File: src/rtl/matmul_pkg.sv
// Shared definitions for the matrix-multiply scheduler slice.
//   - default matrix dimension and operand width
//   - index / accumulator width helpers
//   - scheduler FSM state encoding
package matmul_pkg;

    localparam int DEF_N  = 2;
    localparam int DEF_DW = 8;

    // Row/column index width; a 1x1 matrix still needs a 1-bit index.
    function automatic int aw_of(input int n);
        return (n < 2) ? 1 : $clog2(n);
    endfunction

    // Accumulator width: product width plus headroom for N additions.
    function automatic int cw_of(input int pw, input int n);
        return pw + $clog2(n);
    endfunction

    typedef enum logic [1:0] {
        S_IDLE  = 2'd0,
        S_ISSUE = 2'd1,
        S_WAIT  = 2'd2,
        S_OUT   = 2'd3
    } state_e;

endpackage

File: src/rtl/matmul_operand_rf.sv
// Operand register files for the matrix-multiply scheduler.
// Holds A and B (each N*N signed DW-bit elements, row-major), with one
// synchronous write port shared by both matrices and two asynchronous
// read ports, A[a_row][a_col] and B[b_row][b_col]. Contents are not reset.
//   clk        clock
//   wr_en_i    write strobe
//   wr_sel_i   0 = write A, 1 = write B
//   wr_addr_i  row*N+col; addresses >= N*N are dropped
//   wr_data_i  element to write
//   a_row_i/a_col_i, b_row_i/b_col_i  read coordinates
//   a_data_o, b_data_o                read data
module matmul_operand_rf
    import matmul_pkg::*;
#(
    parameter int N  = DEF_N,
    parameter int DW = DEF_DW,
    parameter int AW = aw_of(N)
) (
    input  logic                 clk,
    input  logic                 wr_en_i,
    input  logic                 wr_sel_i,
    input  logic [2*AW-1:0]      wr_addr_i,
    input  logic signed [DW-1:0] wr_data_i,
    input  logic [AW-1:0]        a_row_i,
    input  logic [AW-1:0]        a_col_i,
    input  logic [AW-1:0]        b_row_i,
    input  logic [AW-1:0]        b_col_i,
    output logic signed [DW-1:0] a_data_o,
    output logic signed [DW-1:0] b_data_o
);

    localparam int IW = $clog2(N * N);
    // One bit wider than the address so N*N itself is representable.
    localparam logic [2*AW:0] NUM_EL = (2*AW+1)'(N * N);

    logic signed [DW-1:0] a_mem_q [N*N];
    logic signed [DW-1:0] b_mem_q [N*N];

    logic          in_range;
    logic [IW-1:0] wr_idx;
    logic [IW-1:0] a_idx;
    logic [IW-1:0] b_idx;

    assign in_range = ({1'b0, wr_addr_i} < NUM_EL);
    assign wr_idx   = wr_addr_i[IW-1:0];
    assign a_idx    = IW'(int'(a_row_i) * N + int'(a_col_i));
    assign b_idx    = IW'(int'(b_row_i) * N + int'(b_col_i));

    always_ff @(posedge clk) begin
        if (wr_en_i && in_range) begin
            if (wr_sel_i) begin
                b_mem_q[wr_idx] <= wr_data_i;
            end else begin
                a_mem_q[wr_idx] <= wr_data_i;
            end
        end
    end

    assign a_data_o = a_mem_q[a_idx];
    assign b_data_o = b_mem_q[b_idx];

endmodule

File: src/rtl/matmul_mult_scheduler.sv
// Matrix-multiply scheduler: computes C = A x B for NxN signed matrices
// using one shared multi-cycle multiplier. Products a[i][k]*b[k][j] are
// issued in row-major order, summed per dot product, and each C element
// is streamed out over a valid/ready port.
//   clk, rst                 clock; asynchronous active-low reset
//   ld_en/ld_sel/ld_addr/ld_data   operand load port (IDLE only)
//   start                    begin a computation (IDLE only)
//   busy, done               status; done pulses once after the last element
//   mul_start/mul_a/mul_b    multiply request; operands held until mul_done
//   mul_done/mul_q           multiplier result (valid with mul_done)
//   out_valid/out_ready      C element handshake
//   out_data/out_row/out_col C[i][j] and its coordinates
module matmul_mult_scheduler
    import matmul_pkg::*;
#(
    parameter int N  = DEF_N,
    parameter int DW = DEF_DW,
    parameter int PW = 2 * DW,
    parameter int AW = aw_of(N),
    parameter int CW = cw_of(PW, N)
) (
    input  logic                 clk,
    input  logic                 rst,
    input  logic                 ld_en,
    input  logic                 ld_sel,
    input  logic [2*AW-1:0]      ld_addr,
    input  logic signed [DW-1:0] ld_data,
    input  logic                 start,
    output logic                 busy,
    output logic                 done,
    output logic                 mul_start,
    output logic signed [DW-1:0] mul_a,
    output logic signed [DW-1:0] mul_b,
    input  logic                 mul_done,
    input  logic signed [PW-1:0] mul_q,
    output logic                 out_valid,
    input  logic                 out_ready,
    output logic signed [CW-1:0] out_data,
    output logic [AW-1:0]        out_row,
    output logic [AW-1:0]        out_col
);

    localparam logic [AW-1:0] LAST = AW'(N - 1);

    state_e               state_q, state_d;
    logic [AW-1:0]        i_q, i_d;
    logic [AW-1:0]        j_q, j_d;
    logic [AW-1:0]        k_q, k_d;
    logic signed [CW-1:0] acc_q, acc_d;
    logic                 done_q, done_d;

    logic                 rf_we;
    logic signed [DW-1:0] rf_a;
    logic signed [DW-1:0] rf_b;
    logic signed [CW-1:0] prod_ext;
    logic                 mul_phase;

    // Loads are only honoured while idle so a running computation always
    // sees a consistent pair of matrices.
    assign rf_we = ld_en && (state_q == S_IDLE);

    matmul_operand_rf #(
        .N  (N),
        .DW (DW),
        .AW (AW)
    ) u_rf (
        .clk       (clk),
        .wr_en_i   (rf_we),
        .wr_sel_i  (ld_sel),
        .wr_addr_i (ld_addr),
        .wr_data_i (ld_data),
        .a_row_i   (i_q),
        .a_col_i   (k_q),
        .b_row_i   (k_q),
        .b_col_i   (j_q),
        .a_data_o  (rf_a),
        .b_data_o  (rf_b)
    );

    assign prod_ext = {{(CW-PW){mul_q[PW-1]}}, mul_q};

    always_ff @(posedge clk or negedge rst) begin
        if (!rst) begin
            state_q <= S_IDLE;
            i_q     <= '0;
            j_q     <= '0;
            k_q     <= '0;
            acc_q   <= '0;
            done_q  <= 1'b0;
        end else begin
            state_q <= state_d;
            i_q     <= i_d;
            j_q     <= j_d;
            k_q     <= k_d;
            acc_q   <= acc_d;
            done_q  <= done_d;
        end
    end

    always_comb begin
        state_d = state_q;
        i_d     = i_q;
        j_d     = j_q;
        k_d     = k_q;
        acc_d   = acc_q;
        done_d  = 1'b0;
        case (state_q)
            S_IDLE: begin
                if (start) begin
                    state_d = S_ISSUE;
                    i_d     = '0;
                    j_d     = '0;
                    k_d     = '0;
                    acc_d   = '0;
                end
            end
            S_ISSUE: begin
                state_d = S_WAIT;
            end
            S_WAIT: begin
                if (mul_done) begin
                    acc_d = acc_q + prod_ext;
                    if (k_q == LAST) begin
                        state_d = S_OUT;
                    end else begin
                        k_d     = k_q + AW'(1);
                        state_d = S_ISSUE;
                    end
                end
            end
            S_OUT: begin
                if (out_ready) begin
                    acc_d = '0;
                    k_d   = '0;
                    if (j_q == LAST) begin
                        j_d = '0;
                        i_d = i_q + AW'(1);
                    end else begin
                        j_d = j_q + AW'(1);
                    end
                    if ((i_q == LAST) && (j_q == LAST)) begin
                        state_d = S_IDLE;
                        done_d  = 1'b1;
                    end else begin
                        state_d = S_ISSUE;
                    end
                end
            end
            default: begin
                state_d = S_IDLE;
            end
        endcase
    end

    // Operands are gated to zero outside a multiply so they read as zero
    // in reset and idle rather than showing stale register-file contents;
    // i and k do not move between ISSUE and mul_done, so they stay stable.
    assign mul_phase = (state_q == S_ISSUE) || (state_q == S_WAIT);

    assign busy      = (state_q != S_IDLE);
    assign done      = done_q;
    assign mul_start = (state_q == S_ISSUE);
    assign mul_a     = mul_phase ? rf_a : '0;
    assign mul_b     = mul_phase ? rf_b : '0;
    assign out_valid = (state_q == S_OUT);
    assign out_data  = out_valid ? acc_q : '0;
    assign out_row   = out_valid ? i_q : '0;
    assign out_col   = out_valid ? j_q : '0;

endmodule

File: config.mk
export PLATFORM = sky130hd
export DESIGN_NAME = matmul_mult_scheduler
export DESIGN_NICKNAME = d
export VERILOG_FILES = /design/src/rtl/matmul_pkg.sv /design/src/rtl/matmul_operand_rf.sv /design/src/rtl/matmul_mult_scheduler.sv
export SDC_FILE = /design/constraint.sdc
export NUM_CORES = 1
export LEC_CHECK = 0
export CAP_MARGIN = 20
export CORE_MARGIN = 2
export CORE_UTILIZATION = 50
export DETAILED_ROUTE_END_ITERATION = 6
export PLACE_DENSITY = 0.75
export SLEW_MARGIN = 20
export SYNTH_ARGS = -nofsm -noshare
export SYNTH_HDL_FRONTEND = slang
export SYNTH_HIERARCHICAL = 1
export SYNTH_SLANG_ARGS = --single-unit
File: constraint.sdc
create_clock -name clk -period 4 [get_ports clk]
set_input_delay 0.6 -clock clk [delete_from_list [all_inputs] [get_ports clk]]
set_output_delay 0.6 -clock clk [all_outputs]
set_load 0.02 [all_outputs]
==> flow_metrics.py <==
metrics = {
    "worst_setup_path": {
        "crit_fanout": 14,
        "cp.arrival_ns": 2.51,
        "start_kind": "flop",
        "critical_path_required_ns": 3.40,
        "crit_type": "reg2out",
        "endpoint_kind": "output port",
    },
    "cells_and_area": {
        "area_growth_pct": 21.38,
        "layout.nets": 479,
        "diodes": 0,
        "drive_gt1_frac": 0.1002,
        "n_fill_cell": 692,
        "fin_util": 0.6298,
    },
    "outcome": {
        "status": "finished, final reports clean",
    },
    "cts": {
        "clock-sinks": 87,
        "cts_hold_buf": 0,
        "numCtsBuffers": 9,
        "path_clk_slew_ns": 0.11,
        "cts_tree": "built",
        "clock_path_buffers": 2,
        "clk_latency_ns": 0.35,
        "post_cts_buffers": 0,
        "cts_max_level": 3,
        "cts_resized": 0,
        "clockRootBuffer": "clkbuf_8",
    },
    "logic_synthesis": {
        "synth_top_flop_cell": "edfxtp_1",
        "async_flop_share": 0.2644,
        "yosysWarningCount": 6,
        "ys_top_cells_by_area": "edfxtp_1 42%, dfrtp_1 13%, mux4_2 7.9%",
        "synth_area_leader_cell": "edfxtp_1",
        "synth_seq_cells": 87,
        "yosys.cell_types.count": 54,
        "syn_nets": 408,
        "syn_area_um2": 4547,
        "synth.top_cells.by_count": "64 x edfxtp_1, 36 x and2_1, 35 x nand2_1, 23 x dfrtp_1, 21 x ha_1",
        "netlist.area_leader.share": 0.4227,
        "synth.avg_cell_area_um2": 12.88,
        "yosysSeqAreaShare": 0.5493,
        "synth_cells": 353,
        "synth-edff-count": 64,
        "yosysMostFrequentCell": "edfxtp_1",
    },
    "detailed_routing": {
        "num_vias": 3070,
        "finalWirelength_mm": 9.781,
        "drcViolationCount": 0,
        "drtIter0Drc": 104,
        "first_pass_iters": 4,
        "drtAntennaViolNets": 0,
        "vias_per_cell": 5.717,
        "routedWlPerCell_um": 18.21,
    },
    "floorplanning": {
        "core.rowCount": 34,
        "core_um2": 8763,
        "initial_utilization": 0.5188,
        "dieArea_um2": 9872,
        "ioPinCount": 72,
        "chipHeight_um": 99.36,
        "die_x_um": 99.36,
    },
    "power_and_ir_drop": {
        "ir_drop_uv": 301.8,
        "power.density_nw_per_um2": 600.6,
        "p_leak_nw": 2.099,
        "finalPower_w": 0.003315,
    },
    "global_routing": {
        "antenna_found_initial": 0,
        "track_usage": 0.2092,
        "grt_pass1_wl_mm": 16.02,
        "grt_max_degree": 28,
        "overflow": 0,
        "grt_pass1_vias": 3210,
    },
    "placement": {
        "dp_hpwl_mm": 7.026,
        "place.port_buffers": 71,
        "place.gp.congestion": 0.8844,
    },
    "timing": {
        "finClkSkew_ns": 0.01295,
        "setup_viol": 0,
        "hold_viol_final": 0,
        "rsz0062_at_grt": "false",
        "period_share": 0.7764,
        "tightest_slew_ns": 0.7473,
        "period_minus_slack_ns": 3.105,
        "relSlewSlack": 0.4950,
        "max_freq_mhz": 322.0,
        "slew_viol_final": 0,
        "fin_tns_setup_ns": 0,
    },
    "flow_run": {
        "maxCapViolations": 0,
    },
    "hold_path": {
        "hp-class": "in2async",
    },
}
==> metal layers <==
layer / vias up / part of all wire / GRT usage
li1: 1480 / - / -
met1: 1504 / 0.43 / 0.2633
met2: 75 / 0.52 / 0.3716
met3: 11 / 0.041 / 0.03584
met4: 0 / 0.011 / 0.06322
met5: - / 0 / 0
==> sequential cells by signal, summed over array words and instances, names as in the netlist <==
signal and cells:
acc_q 17, u_rf/b_mem_q 32, j_q 1, u_rf/a_mem_q 32
k_q 1, done 1, state_q 2, i_q 1
==> worst max-delay path: stages (launching register included) <==
cell and delay (ns):
dfrtp_1 0.84, mux4_2 0.58, and2_1 0.19, clkdlybuf4s50_1 0.55
==> report_power, final <==
group / total, W / internal, W / switching [W]
Clock: 0.000591 / 0.000240 / 0.000351
Combinational: 0.00157 / 0.000717 / 0.000848
Sequential: 0.00116 / 0.00106 / 0.000104
Total: 0.00332 / 0.00201 / 0.00130
==> cells in the final DEF, fill, tap and decap left out, drive strengths merged, types with 6 or more instances in the layout <==
cell type / n
dfrtp: 23
and2: 36
a21oi: 11
mux4: 16
o21ai: 17
edfxtp: 64
clkbuf: 9
clkdlybuf4s50: 70
a21o: 10
nor2: 9
inv: 15
ha: 21
nand2: 35
xnor2: 6
buf: 6
==> final timing paths <==
| check | startpoint | to | slack [ns] | cells after the start |
|---|---|---|---|---|
| max | j_q | mul_b[3] | 0.89 | 3 |
| min | rst | acc_q[7] | 0.23 | 1 |
| max reg2reg | state_q[0] | acc_q[16] | 1.14 | 7 |
| min reg2reg | acc_q[0] | acc_q[0] | 0.52 | 2 |
| max in group asynchronous | rst | acc_q[9] | 3.40 | 1 |
| min in group clk | acc_q[0] | acc_q[0] | 0.52 | 2 |
==> stage by stage <==
step	setup WS (ns)	hold slack, ns	instance area (µm²)	instances
3_3_place_gp	0.8389	0.4880	5339	521
6_report	0.8946	0.2253	5519	537
3_5_place_dp	0.7653	0.4984	5339	521
5_1_grt	0.7131	0.2469	5519	537
2_1_floorplan	1.473	0.3044	4547	353
4_1_cts	0.8431	0.5210	5524	537
==> layout make-up <==
| type | count | area (µm²) | share of cell area |
|---|---|---|---|
| Multi-Input combinational cell | 240 | 1921 | 0.3480 |
| Clock inverter | 7 | 61.31 | 0.01111 |
| Timing Repair Buffer | 76 | 743.2 | 0.1347 |
| Inverter | 10 | 37.54 | 0.006801 |
| Clock buffer | 9 | 123.9 | 0.02244 |
| Sequential cell | 87 | 2497 | 0.4525 |
| Tap cell | 108 | 135.1 | 0.02448 |
==> kinds of logic (layout without fill, tap and decap cells) <==
kind of cell	after synthesis	after routing	share of synthesized area
buffers and inverters	26	102	0.02834
xor gates and xnor gates	11	11	0.02119
muxes	18	18	0.08366
and+or+nand+nor	121	121	0.1527
adders and majority gates	22	22	0.06219
DFF	87	87	0.5493
AOI/OAI and AO/OA	68	68	0.1026
No activity file was read; power rests on OpenSTA's default activity.
